**src/rtl/data_loader_8.sv**
```systemverilog
// Bridge word to byte-stream loader: FIFO-buffered 32-bit writes replayed as timed byte writes.
// Optional macro DATA_LOADER_OVERFLOW_FLAG_EN adds a sticky overflow output.
module data_loader_8 #(
    parameter int         ADDRESS_SIZE              = 15,
    parameter logic [3:0] ADDRESS_MASK_UPPER_4      = 4'h0,
    parameter int         WRITE_MEM_CLOCK_DELAY     = 4,
    parameter int         WRITE_MEM_EN_CYCLE_LENGTH = 1,
    parameter int         FIFO_DEPTH                = 16
) (
    input  logic                    clk_74a,
    input  logic                    reset,
    input  logic                    bridge_wr,
    input  logic                    bridge_endian_little,
    input  logic [31:0]             bridge_addr,
    input  logic [31:0]             bridge_wr_data,
    output logic                    write_en,
    output logic [ADDRESS_SIZE-1:0] write_addr,
    output logic [7:0]              write_data
`ifdef DATA_LOADER_OVERFLOW_FLAG_EN
    ,
    output logic                    overflow
`endif
);

    localparam int AW = $clog2(FIFO_DEPTH);
    localparam int WA = ADDRESS_SIZE - 2;
    localparam int EW = 1 + WA + 32;
    localparam int CW = $clog2(WRITE_MEM_CLOCK_DELAY);

    localparam logic [CW-1:0] CNT_LAST = CW'(WRITE_MEM_CLOCK_DELAY - 1);
    localparam logic [CW-1:0] CNT_EN   = CW'(WRITE_MEM_EN_CYCLE_LENGTH);

    localparam logic [1:0] S_IDLE = 2'd0;
    localparam logic [1:0] S_LOAD = 2'd1;
    localparam logic [1:0] S_RUN  = 2'd2;

    logic [EW-1:0] mem [FIFO_DEPTH];
    logic [AW:0]   wr_ptr;
    logic [AW:0]   rd_ptr;
    logic          empty;
    logic          full;
    logic          hit;
    logic          push;
    logic          pop;

    logic [1:0]    state;
    logic [CW-1:0] cnt;
    logic [1:0]    idx;
    logic [EW-1:0] cur;
    logic          slot_end;
    logic          last_byte;
    logic [1:0]    sel;
    logic [7:0]    cur_byte;

    logic unused_addr;
    assign unused_addr = ^{bridge_addr[27:ADDRESS_SIZE], bridge_addr[1:0]};

    assign empty = (wr_ptr == rd_ptr);
    assign full  = (wr_ptr[AW] != rd_ptr[AW]) &&
                   (wr_ptr[AW-1:0] == rd_ptr[AW-1:0]);
    assign hit   = bridge_wr && (bridge_addr[31:28] == ADDRESS_MASK_UPPER_4);
    assign push  = hit && !full;

    assign slot_end  = (state == S_RUN) && (cnt == CNT_LAST);
    assign last_byte = (idx == 2'd3);
    // Prefetch on the last clock of byte 3 so the next word runs gapless
    assign pop = !empty &&
                 ((state == S_IDLE) || (slot_end && last_byte));

    always_ff @(posedge clk_74a) begin
        if (push) begin
            mem[wr_ptr[AW-1:0]] <= {bridge_endian_little,
                                    bridge_addr[ADDRESS_SIZE-1:2],
                                    bridge_wr_data};
        end
    end

    always_ff @(posedge clk_74a or posedge reset) begin
        if (reset) begin
            wr_ptr <= '0;
            rd_ptr <= '0;
        end else begin
            if (push) wr_ptr <= wr_ptr + 1'b1;
            if (pop)  rd_ptr <= rd_ptr + 1'b1;
        end
    end

    // Little-endian words are drained low byte first
    assign sel = cur[EW-1] ? ~idx : idx;

    always_comb begin
        cur_byte = 8'h00;
        unique case (sel)
            2'd0: cur_byte = cur[31:24];
            2'd1: cur_byte = cur[23:16];
            2'd2: cur_byte = cur[15:8];
            2'd3: cur_byte = cur[7:0];
            default: cur_byte = 8'h00;
        endcase
    end

    always_ff @(posedge clk_74a or posedge reset) begin
        if (reset) begin
            state      <= S_IDLE;
            cnt        <= '0;
            idx        <= 2'd0;
            cur        <= '0;
            write_en   <= 1'b0;
            write_addr <= '0;
            write_data <= 8'h00;
        end else begin
            unique case (state)
                S_IDLE: begin
                    if (pop) begin
                        cur   <= mem[rd_ptr[AW-1:0]];
                        state <= S_LOAD;
                    end
                end
                S_LOAD: begin
                    cnt   <= '0;
                    idx   <= 2'd0;
                    state <= S_RUN;
                end
                S_RUN: begin
                    if (cnt == '0) begin
                        write_en   <= 1'b1;
                        write_addr <= {cur[32 +: WA], idx};
                        write_data <= cur_byte;
                    end else if (cnt == CNT_EN) begin
                        write_en <= 1'b0;
                    end
                    if (slot_end) begin
                        cnt <= '0;
                        if (last_byte) begin
                            if (pop) begin
                                cur <= mem[rd_ptr[AW-1:0]];
                                idx <= 2'd0;
                            end else begin
                                state <= S_IDLE;
                            end
                        end else begin
                            idx <= idx + 2'd1;
                        end
                    end else begin
                        cnt <= cnt + 1'b1;
                    end
                end
                default: state <= S_IDLE;
            endcase
        end
    end

`ifdef DATA_LOADER_OVERFLOW_FLAG_EN
    always_ff @(posedge clk_74a or posedge reset) begin
        if (reset)
            overflow <= 1'b0;
        else if (hit && full)
            overflow <= 1'b1;
    end
`endif

endmodule

```
**config.mk**
```make
export PLATFORM = sky130hd
export DESIGN_NAME = data_loader_8
export DESIGN_NICKNAME = d
export VERILOG_FILES = /design/src/rtl/data_loader_8.sv
export SDC_FILE = /design/constraint.sdc
export NUM_CORES = 1
export LEC_CHECK = 0
export BUFFER_PORTS_ARGS = -buffer_cell sky130_fd_sc_hd__buf_2
export CELL_PAD_IN_SITES_DETAIL_PLACEMENT = 2
export CELL_PAD_IN_SITES_GLOBAL_PLACEMENT = 2
export CORE_MARGIN = 5
export CORE_UTILIZATION = 52
export CTS_CLUSTER_SIZE = 10
export DETAILED_ROUTE_END_ITERATION = 6
export PLACE_DENSITY = 0.91
export SLEW_MARGIN = 20
export SYNTH_ARGS = -nofsm -noshare
export SYNTH_HDL_FRONTEND = slang
export SYNTH_SLANG_ARGS = --single-unit
export TNS_END_PERCENT = 100
```
**constraint.sdc**
```tcl
create_clock -name clk_74a -period 10.9 [get_ports clk_74a]
set_clock_uncertainty 0.15 [all_clocks]
set_input_delay 2.18 -clock clk_74a [delete_from_list [all_inputs] [get_ports clk_74a]]
set_output_delay 2.18 -clock clk_74a [all_outputs]
set_load 0.01 [all_outputs]
```
After elaboration in Yosys (flattened, before gate mapping)
Memory sizes are Yosys's and may differ from the RTL's.
Index checks and enable logic that the tools add are counted.
{ "word_totals": {"ff_bits": 86, "output_inout_bits": 24, "input_bits": 68, "n_memories": 1, "mem_bits_rw": 736} }
{ "memory_table": {"columns": ["memory", "depth", "width", "rd", "rd_ports_with_merged_regs", "wr", "line", "text"], "rows": [
  ["mem", 16, 46, 1, 0, 1, "37", "logic [EW-1:0] mem [FIFO_DEPTH];"]
]} }
{ "classes": {"eq_ne": 16, "bitwise_logic": 1, "n_addsub": 4, "n_mux": 21, "reduce_logical": 21} }
{ "op_table": {"columns": ["cell", "n"], "rows": [
  ["$mux 46", 3],
  ["$pmux 46 s2", 1],
  ["$pmux 8 s4", 1],
  ["$mux 2", 9],
  ["$add 5x1->5 const B", 2],
  ["$eq 2x2->1 const B", 5],
  ["$ne 2x2->1 const B", 4],
  ["$pmux 2 s2", 2],
  ["$eq 2x1->1 const B", 3],
  ["$logic_and 1x1->1", 6],
  ["$logic_not 2->1", 3],
  ["$pmux 2 s3", 1],
  ["$reduce_and 3->1", 2],
  ["$reduce_bool 2->1", 3],
  ["$eq 5x5->1", 1],
  ["$add 2x1->2 const B", 2],
  ["$eq 4x4->1", 1],
  ["$logic_not 4->1", 1],
  ["$mux 1", 4],
  ["$reduce_and 2->1", 2],
  ["$reduce_and 4->1", 1],
  ["$ne 3x3->1 const B", 1],
  ["$logic_not 1->1", 2],
  ["$not 2->2", 1],
  ["other kinds (2)", 2]
]} }

Depth between registers and ports, before layout
Gate-level depths: netlist of the first run.
{ "logic_depth": {"ltp_word": 9, "ltp_mapped": 10, "ltp_nobuf": 7} }

Least setup slack after synthesis of the first run
No wires, ideal clock.
{ "synth_path": {"path_type": "input to register", "from": "in bridge_addr[29]", "to": "mem mem[3][0] (netlist bit), enable pin", "cell_stages": 5, "t_required_ns": 10.243, "arrival_time_ns": 6.090, "setup_slack_ns": 4.153, "cell_sequence": "nor4_1 nand2_1 a21oi_2 nand2_1 nor3_1"} }
{ "synth_between": {"elab_chain_cells": 5} }
{ "synth_lines": {"columns": ["element", "line", "text"], "rows": [
  ["from (decl)", "14", "input logic [31:0] bridge_addr,"],
  ["$logic_not 4->1", "61", "assign hit = bridge_wr && (bridge_addr[31:28] == ADDRESS_MASK_UPPER_4);"],
  ["$logic_and 1x1->1", "61", null],
  ["$logic_and 1x1->1", "62", "assign push = hit && !full;"],
  ["$mux 1", "71", "if (push) begin"],
  ["$mux 1 (implied by the code)", "72", "mem[wr_ptr[AW-1:0]] <= {bridge_endian_little,"],
  ["to (decl)", "37", null]
]} }
No other way between the ends.

Worst setup path after layout of the first run
{ "layout_path": {"from": "in bridge_addr[29]", "to": "mem mem[13][21] (netlist bit), enable pin"} }
Same word-level chain as after synthesis.

==> out/metrics.yaml, run 1 <==
yosys:
  syn_area_mm2: 0.0318
  synth_nets: 1682
  synth_top_cell_area_share_pct: 69.4
  yosys-top-cells-area: "edfxtp_1 (69%), dfrtp_1 (6.8%), mux4_2 (6.7%)"
  yosysSeqAreaShare_pct: 76.2
  synth-seq-cells: 822
  avgSynthCellArea_um2: 19.9
  synthDistinctLibCells: 39
  yosys.area.top_type: "edfxtp_1"
  yosysWarnings: 0
  syn_inst: 1600
global_route:
  grt_pass1_vias: 18800
  grt_max_degree: 119
  grtUsageTotal_pct: 31.0
  antenna_found_initial: 8
  grt-ovfl-total: 0
  grt_pass1_wl_mm: 146
layout:
  final_util_pct: 59.4
  drive_above_1_share_pct: 22.8
  antenna_cells: 0
  fillCellCount: 4799
  fin_nets: 1791
  syn_to_final_growth_pct: 12.8
clocking:
  cts_num_sinks: 822
  cts-hold-fix-buffers: 0
  root_buffer: "clkbuf_16"
  cts_resized: 0
  cts_buffer_depth: 3
  post-cts-setup-buffers: 0
  cts_tree: "yes"
  path_clk_slew_ns: 0.06
  clk_latency_ns: 0.65
  h-tree-depth: 3
  cts_buffers: 93
detailed_routing:
  postRouteAntennaNets: 0
  totalWireLength_mm: 103
  viasPerCell: 6.77
  dr.pass1.iters: 6
  vias: 17400
  wire_per_inst_um: 40.2
  drt-initial-drc-count: 2057
  drc: 0
sta:
  report.final.slew_viol_count: 0
  relSlewSlack_pct: 24.2
  final.setup.worst_slack_ns: 5.79
  fin_crit_sh_pct: 46.9
  fin_tns_setup_ns: 0
  min_period_ns: 5.11
  tightestPinTransition_ns: 1.13
  setup_viol: 0
  rsz0062_at_grt: "false"
  fmax_ghz: 0.196
  hold_viol_final: 0
  holdWs_ns: 0.355
setup_path:
  cp_data_arrival_time_ns: 5.22
  worstPathMaxFanout: 28
  crit_top_cell: "nand2_1"
  critical_path_required_ns: 11.01
  critPathKind: "input pin to flop"
  r2r_start: "rd_ptr[2]"
  crit_end: "mem[13][21]"
  crit_chain: "buf_2 > nor4_1 > nand2_1 > a21oi_2 > nand2_1 > nor2_4 > buf_4"
  start_kind: "input pin"
  endpoint_kind: "flop"
  reg2regPathDepth: 6
  cp_slowest_cell: "nor2_4"
  r2r_slack_ns: 6.31
  reg2reg_to: "cur[19]"
  slowest_delay_ns: 0.92
  startpoint: "bridge_addr[29]"
run_status:
  status: "finished clean"
power_and_ir_drop:
  ir_drop_v: 0.000189
  intPower_mw: 6.37
  power.share.clock_pct: 31.1
  swShare_pct: 33.1
  pwr-share-comb_pct: 27.8
  powerDensity_mw_per_mm2: 265
  power_frac_seq_pct: 41.1
  p_leak_nw: 12.1
  p_switching_mw: 3.15
place:
  dp_hpwl_mm: 55.8
  place.gp.congestion: 0.755
  portBuffers: 76
  pre_cts_slack_ns: 5.23
floorplanning:
  placementRows: 90
  dieArea_mm2: 0.0663
  start_util_pct: 52.7
  io_pins: 92
  fp.dieH_um: 257
  die_x_um: 257
  core-area_mm2: 0.0605
worst_hold_path:
  min_path_type: "flop to flop"
job:
  maxCapViolations: 0
[how the worst min path moves through the flow]
stage	start	end	slack, ns	cells past startpoint
global placement	write_en	write_en	0.31	2
finish	write_en	write_en	0.35	2
detailed placement	write_en	write_en	0.34	2
floorplan	wr_ptr[4]	wr_ptr[4]	0.31	1
CTS	write_addr[3]	write_addr[3]	0.36	1
global route	write_data[7]	write_data[7]	0.38	1
[Yosys cell counts]
cell,number
buf_6,1
nor2_1,58
nand3_1,2
and4_1,2
a31oi_1,2
a221oi_1,46
buf_2,22
mux2_2,72
buf_1,2
nor2b_1,3
o32ai_1,1
a21oi_2,1
mux2i_1,185
dfrtp_1,86
edfxtp_1,736
buf_12,1
nand2b_1,3
nand2_1,15
nor3_1,4
and2_1,2
nor4_4,1
nor2_2,1
nand4_1,2
mux4_2,95
mux4_1,5
inv_1,9
nor4_1,1
ha_1,14
a22o_1,1
xnor2_1,7
clkbuf_1,48
a21oi_1,49
and3_1,1
a22oi_1,92
buf_4,14
buf_8,3
o21ai_0,3
clkbuf_4,2
xor2_1,8
[cell type report]
cell class,count,area (µm²),share of cell area [%]
clock buffer,167,2670,7.43
clock inverter,6,85.1,0.237
tap,782,978,2.73
inverter,9,36.3,0.101
timing repair buffer,107,662,1.84
sequential,822,24300,67.6
multi-input combinational,676,7200,20.1
[cell usage in the layout (no fill, tap or decap), types with 12 or more instances in the layout]
master     instances
buf_4             27
a221oi_1          46
nor2_4            12
clkbuf_16         95
nor2_1            47
mux2i_1          185
ha_1              14
mux2_2            72
buf_2             76
nand2_1           14
edfxtp_1         736
clkbuf_1          70
a21oi_1           48
mux4_2            95
a22oi_1           92
dfrtp_1           82
[worst max-delay path, delay by kind of cell]
kind / cells / cell delay [ns]
and+or+nand+nor: 4 / 1.78
buffers and inverters: 2 / 0.81
AOI/OAI and AO/OA: 1 / 0.40
[layer usage]
| metal | global-route usage [%] | wire length (µm) |
|---|---|---|
| met5 | 0 | 13 |
| met4 | 12.7 | 4670 |
| met3 | 4.43 | 7300 |
| met2 | 52.4 | 52400 |
| met1 | 41.0 | 38900 |
[metrics by stage]
stage / total power, mW / instances / cell area [µm²]
after floorplan: 5.64 / 1600 / 31800
final: 9.53 / 2569 / 35900
after global placement: 6.23 / 2394 / 33100
after global routing: 9.82 / 2569 / 35900
after CTS: 9.54 / 2567 / 35800
after detailed placement: 6.50 / 2394 / 33100
[state kept, by name, indices dropped and copies added (netlist names)]
signal,count
cnt,2
cur,46
idx,2
mem,736
rd_ptr,5
state,2
wr_ptr,5
write_addr,15
write_data,8
write_en,1
[power groups by stage]
stage	Combinational, mW	Clock [mW]	Sequential (mW)
after floorplan	1.89	0	3.75
after global placement	2.31	0	3.91
after detailed placement	2.55	0	3.96
after CTS	2.64	3.00	3.91
after global routing	2.74	3.16	3.92
final	2.65	2.96	3.92
[cell families after synthesis]
family          share of synthesized area [%]
buf+inv                                  1.66
simple gates                             1.33
compound gates                           4.37
flops                                    76.2
xor+xnor                                0.413
fa+ha+maj                               0.550
mux                                      15.5
No activity file was read; power rests on OpenSTA's default activity.
==> inputs of run 2 (changes only) <==
--- a/config.mk
+++ b/config.mk
@@ -9,10 +9,10 @@
 export CELL_PAD_IN_SITES_DETAIL_PLACEMENT = 2
 export CELL_PAD_IN_SITES_GLOBAL_PLACEMENT = 2
 export CORE_MARGIN = 5
-export CORE_UTILIZATION = 52
+export CORE_UTILIZATION = 44
 export CTS_CLUSTER_SIZE = 10
 export DETAILED_ROUTE_END_ITERATION = 6
-export PLACE_DENSITY = 0.91
+export PLACE_DENSITY = 0.82
 export SLEW_MARGIN = 20
 export SYNTH_ARGS = -nofsm -noshare
 export SYNTH_HDL_FRONTEND = slang
==> constraint.sdc (replaced) <==
create_clock -name clk_74a -period 4.53 [get_ports clk_74a]
set_clock_uncertainty 0.15 [all_clocks]
set_input_delay 0.906 -clock clk_74a [delete_from_list [all_inputs] [get_ports clk_74a]]
set_output_delay 0.906 -clock clk_74a [all_outputs]
set_load 0.01 [all_outputs]
==> out/metrics.yaml, run 2 (synthesis gave the netlist of run 1 again) <==
run_status:
  status: "finished clean"  # unchanged
sta:
  tightestPinTransition_ns: 1.08  # was 1.13 ns
  rsz0062_at_grt: "false"  # unchanged
  hold_viol_final: 0  # unchanged
  setup_viol: 0  # unchanged
  final.setup.worst_slack_ns: 0.964  # was 5.79 ns
  fin_tns_setup_ns: 0  # unchanged
  fmax_ghz: 0.280
  min_period_ns: 3.57
  fin_crit_sh_pct: 78.7
  relSlewSlack_pct: 27.7  # was 24.2%
  report.final.slew_viol_count: 0  # unchanged
  holdWs_ns: 0.294  # was 0.355 ns
clocking:
  cts_resized: 0  # unchanged
  cts_tree: "yes"  # unchanged
  clk_latency_ns: 0.65  # about the same
  h-tree-depth: 3  # unchanged
  cts_num_sinks: 822  # unchanged
  path_clk_slew_ns: 0.06  # about the same
  cts_buffers: 94  # was 93
  root_buffer: "clkbuf_16"  # unchanged
  cts_buffer_depth: 3  # unchanged
  cts-hold-fix-buffers: 0  # unchanged
  post-cts-setup-buffers: 0  # unchanged
global_route:
  grt-ovfl-total: 0  # unchanged
  grt_max_degree: 114  # was 119
  grt_pass1_vias: 18900  # was 18.8k
  grtUsageTotal_pct: 25.1  # was 31.0%
  grt_pass1_wl_mm: 142  # was 146 mm
  antenna_found_initial: 9  # was 8
detailed_routing:
  dr.pass1.iters: 6  # unchanged
  drc: 0  # unchanged
  drt-initial-drc-count: 1782  # was 2,057
  totalWireLength_mm: 97.8  # was 103 mm
  vias: 17000  # was 17.4k
  wire_per_inst_um: 35.5  # was 40.2 µm
  viasPerCell: 6.17  # was 6.77
  postRouteAntennaNets: 0  # unchanged
place:
  place.gp.congestion: 0.723  # was 0.755
  portBuffers: 76  # unchanged
  pre_cts_slack_ns: 0.864  # was 5.23 ns
  dp_hpwl_mm: 54.4  # was 55.8 mm
setup_path:
  critical_path_required_ns: 4.64  # was 11.01 ns
  start_kind: "flop"  # was input pin
  critPathKind: "flop to flop"  # was input pin to flop
  cp_data_arrival_time_ns: 3.67  # was 5.22 ns
  endpoint_kind: "flop"  # unchanged
  r2r_start: "wr_ptr[2]"  # was rd_ptr[2]
  startpoint: "wr_ptr[2]"  # was bridge_addr[29]
  worstPathMaxFanout: 34  # was 28
power_and_ir_drop:
  pwr-share-comb_pct: 28.8  # was 27.8%
  intPower_mw: 15.4  # was 6.37 mW
  p_leak_nw: 12.2  # was 12.1 nW
  p_switching_mw: 7.56  # was 3.15 mW
  ir_drop_v: 0.000423  # was 0.000189 V
  power_frac_seq_pct: 40.2  # was 41.1%
  power_mw: 22.9  # was 9.53 mW
  powerDensity_mw_per_mm2: 631  # was 265 mW/mm²
  swShare_pct: 33.0  # was 33.1%
  power.share.clock_pct: 31.0  # was 31.1%
layout:
  drive_above_1_share_pct: 23.5  # was 22.8%
  largest_reg_flops: 736  # unchanged
  fillCellCount: 6282  # was 4,799
  fin_nets: 1809  # was 1,791
  most-common-layout-cells: "edfxtp_1 (736), mux2i_1 (185), clkbuf_16 (96)"  # was edfxtp_1 (736), mux2i_1 (185), mux4_2 (95), clkbuf_16 (95), a22oi_1 (92)
  syn_to_final_growth_pct: 14.0  # was 12.8%
  final_common_cell: "edfxtp_1"  # unchanged
  final_util_pct: 50.7  # was 59.4%
floorplanning:
  core-area_mm2: 0.0716  # was 0.0605 mm²
  io_pins: 92  # unchanged
  placementRows: 98  # was 90
  dieArea_mm2: 0.0778  # was 0.0663 mm²
  start_util_pct: 44.5  # was 52.7%
  fp.dieH_um: 279  # was 257 µm
  die_x_um: 279  # was 257 µm
job:
  maxCapViolations: 0  # unchanged
worst_hold_path:
  min_path_type: "input pin to asynchronous set/reset pin"  # was flop to flop
==> run 2: cell types whose count changed in the layout (fill, tap and decap cells not counted), sizes merged <==
cell / change
clkbuf: -1
bufinv: -1
buf: +17
clkinv: +2
inv: -2
diode: +1
==> run 2: cell type report <==
| type | instances | area (µm²) | share of cell area, % |
|---|---|---|---|
| clock inverters | 5 | 57.6 | 0.159 |
| flip-flops and latches | 822 | 24300 | 66.9 |
| inverters | 9 | 36.3 | 0.100 |
| well taps | 950 | 1190 | 3.27 |
| diodes | 1 | 2.50 | 0.00689 |
| repair buffers | 124 | 816 | 2.25 |
| clock buffers | 166 | 2700 | 7.43 |
| multi-input cells | 676 | 7230 | 19.9 |
==> run 2: power groups by stage <==
stage	Clock [mW]	Combinational, mW	Sequential (mW)
after floorplan	0	4.55	9.03
after detailed placement	0	6.47	9.34
final	7.11	6.60	9.21
after global placement	0	5.96	9.24
after global routing	7.57	6.92	9.24
after CTS	7.20	6.63	9.20
==> run 2: final timing paths <==
path | end | slack, ns | cells past startpoint
worst min-delay path | write_addr[0] | 0.29 | 2
worst max register to register | mem[1][26] | 0.96 | 6
worst min register to register | write_addr[2] | 0.36 | 1
min in group clk_74a | write_addr[2] | 0.36 | 1
worst max-delay path | mem[1][26] | 0.96 | 6
max in group asynchronous | cur[39] | 3.06 | 3
==> run 2: through the flow <==
| stage | instances | cell area [µm²] |
|---|---|---|
| after CTS | 2752 | 36300 |
| after floorplan | 1600 | 31900 |
| after global routing | 2752 | 36300 |
| after global placement | 2581 | 33500 |
| final | 2753 | 36300 |
| after detailed placement | 2581 | 33500 |
==> run 2: worst max-delay path, cell delays in order, from the launching register on <==
cell,delay [ns]
dfrtp_1,0.84
xor2_1,0.29
nor4_4,0.10
a21oi_2,0.48
nand2_1,0.39
nor3_4,0.25
buf_4,0.63
==> run 2: metal layers <==
layer	up-vias	part of all wire [%]	global-route usage, %
met1	9145	39	32.5
met2	825	51	43.1
met5	-	0.013	0
met3	205	6.6	4.33
met4	2	3.6	9.10
li1	6809	-	-
==> inputs of run 3 (changes only) <==
==> constraint.sdc (replaced) <==
create_clock -name clk_74a -period 2.88 [get_ports clk_74a]
set_clock_uncertainty 0.15 [all_clocks]
set_input_delay 0.576 -clock clk_74a [delete_from_list [all_inputs] [get_ports clk_74a]]
set_output_delay 0.576 -clock clk_74a [all_outputs]
set_load 0.01 [all_outputs]
==> out/metrics.yaml, run 3 (synthesis gave the netlist of run 1 again) <==
run_status:
  status: "finished clean"  # unchanged
setup_path:
  cp_data_arrival_time_ns: 3.00  # was 3.67 ns
  crit_chain: "xor2_1 > nor4_4 > a21oi_4 > nand2_2 > nor3_4 > buf_12"  # was xor2_1 > nor4_4 > a21oi_2 > nand2_1 > nor3_4 > buf_4
  slowest_delay_ns: 0.53  # was 0.84 ns
  endpoint_kind: "flop"  # unchanged
  critical_path_required_ns: 3.04  # was 4.64 ns
  critPathKind: "flop to flop"  # unchanged
  cp_top_family: "simple AND/OR/NAND/NOR gates"  # was flip-flops
  crit_buf_inv: 1  # unchanged
  start_kind: "flop"  # unchanged
  worstPathMaxFanout: 35  # was 34
  cp_slowest_cell: "dfrtp_1"  # unchanged
global_route:
  antenna_found_initial: 5  # was 9
  grtUsageTotal_pct: 25.8  # was 25.1%
  grt_max_degree: 95  # was 114
  grt_pass1_wl_mm: 145  # was 142 mm
  grt-ovfl-total: 0  # unchanged
  grt_pass1_vias: 18800  # was 18.9k
power_and_ir_drop:
  p_switching_mw: 12.3  # was 7.56 mW
  powerDensity_mw_per_mm2: 993  # was 631 mW/mm²
  power.share.clock_pct: 30.4  # was 31.0%
  pwr-share-comb_pct: 30.7  # was 28.8%
  power_mw: 36.7  # was 22.9 mW
  power_frac_seq_pct: 38.9  # was 40.2%
  swShare_pct: 33.4  # was 33.0%
  ir_drop_v: 0.000549  # was 0.000423 V
  p_leak_nw: 12.4  # was 12.2 nW
  intPower_mw: 24.4  # was 15.4 mW
clocking:
  h-tree-depth: 3  # unchanged
  path_clk_slew_ns: 0.06  # about the same
  clk_latency_ns: 0.67  # was 0.65 ns
  cts_tree: "yes"  # unchanged
  cts_buffers: 93  # was 94
  cts_num_sinks: 822  # unchanged
  cts_buffer_depth: 3  # unchanged
  root_buffer: "clkbuf_16"  # unchanged
detailed_routing:
  wire_per_inst_um: 36.7  # was 35.5 µm
  totalWireLength_mm: 102  # was 97.8 mm
  vias: 17100  # was 17.0k
  postRouteAntennaNets: 0  # unchanged
  drc: 0  # unchanged
  viasPerCell: 6.18  # was 6.17
  dr.pass1.iters: 5  # was 6
  drt-initial-drc-count: 1836  # was 1,782
layout:
  syn_to_final_growth_pct: 16.0  # was 14.0%
  fin_nets: 1831  # was 1,809
  final_common_cell: "edfxtp_1"  # unchanged
  final_util_pct: 51.6  # was 50.7%
  most-common-layout-cells: "edfxtp_1 (736), mux2i_1 (185), mux4_2 (95)"  # was edfxtp_1 (736), mux2i_1 (185), clkbuf_16 (96)
  drive_above_1_share_pct: 24.6  # was 23.5%
  largest_reg_flops: 736  # unchanged
floorplanning:
  fp.dieH_um: 279  # unchanged
  io_pins: 92  # unchanged
  start_util_pct: 44.5  # unchanged
  dieArea_mm2: 0.0778  # unchanged
  placementRows: 98  # unchanged
  core-area_mm2: 0.0716  # unchanged
  die_x_um: 279  # unchanged
place:
  portBuffers: 76  # unchanged
  dp_hpwl_mm: 56.8  # was 54.4 mm
  place.gp.congestion: 0.760  # was 0.723
sta:
  hold_viol_final: 0  # unchanged
  relSlewSlack_pct: 60.3  # was 27.7%
  setup_viol: 0  # unchanged
  rsz0062_at_grt: "false"  # unchanged
  fin_crit_sh_pct: 98.8  # was 78.7%
  fmax_ghz: 0.351  # was 0.280 GHz
  report.final.slew_viol_count: 0  # unchanged
  min_period_ns: 2.85  # was 3.57 ns
  tightestPinTransition_ns: 0.596  # was 1.08 ns
worst_hold_path:
  min_path_type: "input pin to flop"  # was input pin to asynchronous set/reset pin
job:
  maxCapViolations: 0  # unchanged
## run 3: cell types whose count changed in the layout (fill, tap and decap cells not counted), sizes merged
cell         change
buf             +22
clkbuf           -8
clkinv           -3
diode            +2
dlygate4sd3      +1
inv              +4
## run 3: final cells by class
class / count / area [µm²]
Tap cell: 950 / 1190
Sequential cell: 822 / 24300
Inverter: 9 / 36.3
Antenna cell: 3 / 7.51
Clock inverter: 6 / 108
Timing Repair Buffer: 147 / 1450
Fill cell: 6210 / 34700
Clock buffer: 158 / 2620
Multi-Input combinational cell: 676 / 7240
## run 3: worst paths after layout
kind / startpoint / to / slack, ns / depth (start not counted)
worst max-delay path: wr_ptr[0] / mem[0][9] / 0.03 / 6
worst min-delay path: bridge_wr_data[23] / mem[0][23] / 0.16 / 1
worst max register to register: wr_ptr[0] / mem[0][9] / 0.03 / 6
worst min register to register: write_en / write_en / 0.34 / 2
max in group asynchronous: reset / cur[19] / 1.48 / 4
min in group asynchronous: reset / state[1] / 0.35 / 3
## run 3: per-stage QoR
stage | instance area [µm²] | cells | hold slack [ns] | setup slack [ns] | setup TNS, ns
3_5_place_dp | 34200 | 2603 | 0.335 | -0.0288 | -0.740
3_3_place_gp | 34200 | 2603 | 0.308 | 0.0897 | 0
4_1_cts | 36900 | 2768 | 0.124 | 0.0726 | 0
5_1_grt | 36900 | 2769 | 0.138 | 0.0646 | 0
6_report | 36900 | 2771 | 0.159 | 0.0339 | 0
2_1_floorplan | 31900 | 1600 | 0.312 | -0.276 | -151.73
## run 3: per-layer routing
metal	wire length (µm)	GRT usage, %
met5	22	0
met4	3800	8.65
met3	5420	4.23
met2	53600	46.3
met1	39000	32.0
## run 3: power by group through the flow
| stage | logic (mW) | clock network [mW] | registers, mW |
|---|---|---|---|
| floorplan | 7.20 | 0 | 14.2 |
| global placement | 10.1 | 0 | 14.3 |
| detailed placement | 10.9 | 0 | 14.5 |
| CTS | 11.3 | 11.3 | 14.3 |
| global route | 11.7 | 11.9 | 14.3 |
| finish | 11.3 | 11.1 | 14.3 |
## run 3: timing repair
item	in CTS	in global routing
setup endpoints to repair	5	0
hold buffers	1	0
gates resized for setup	1	0
setup buffers	0	0
hold endpoints to repair	33	0
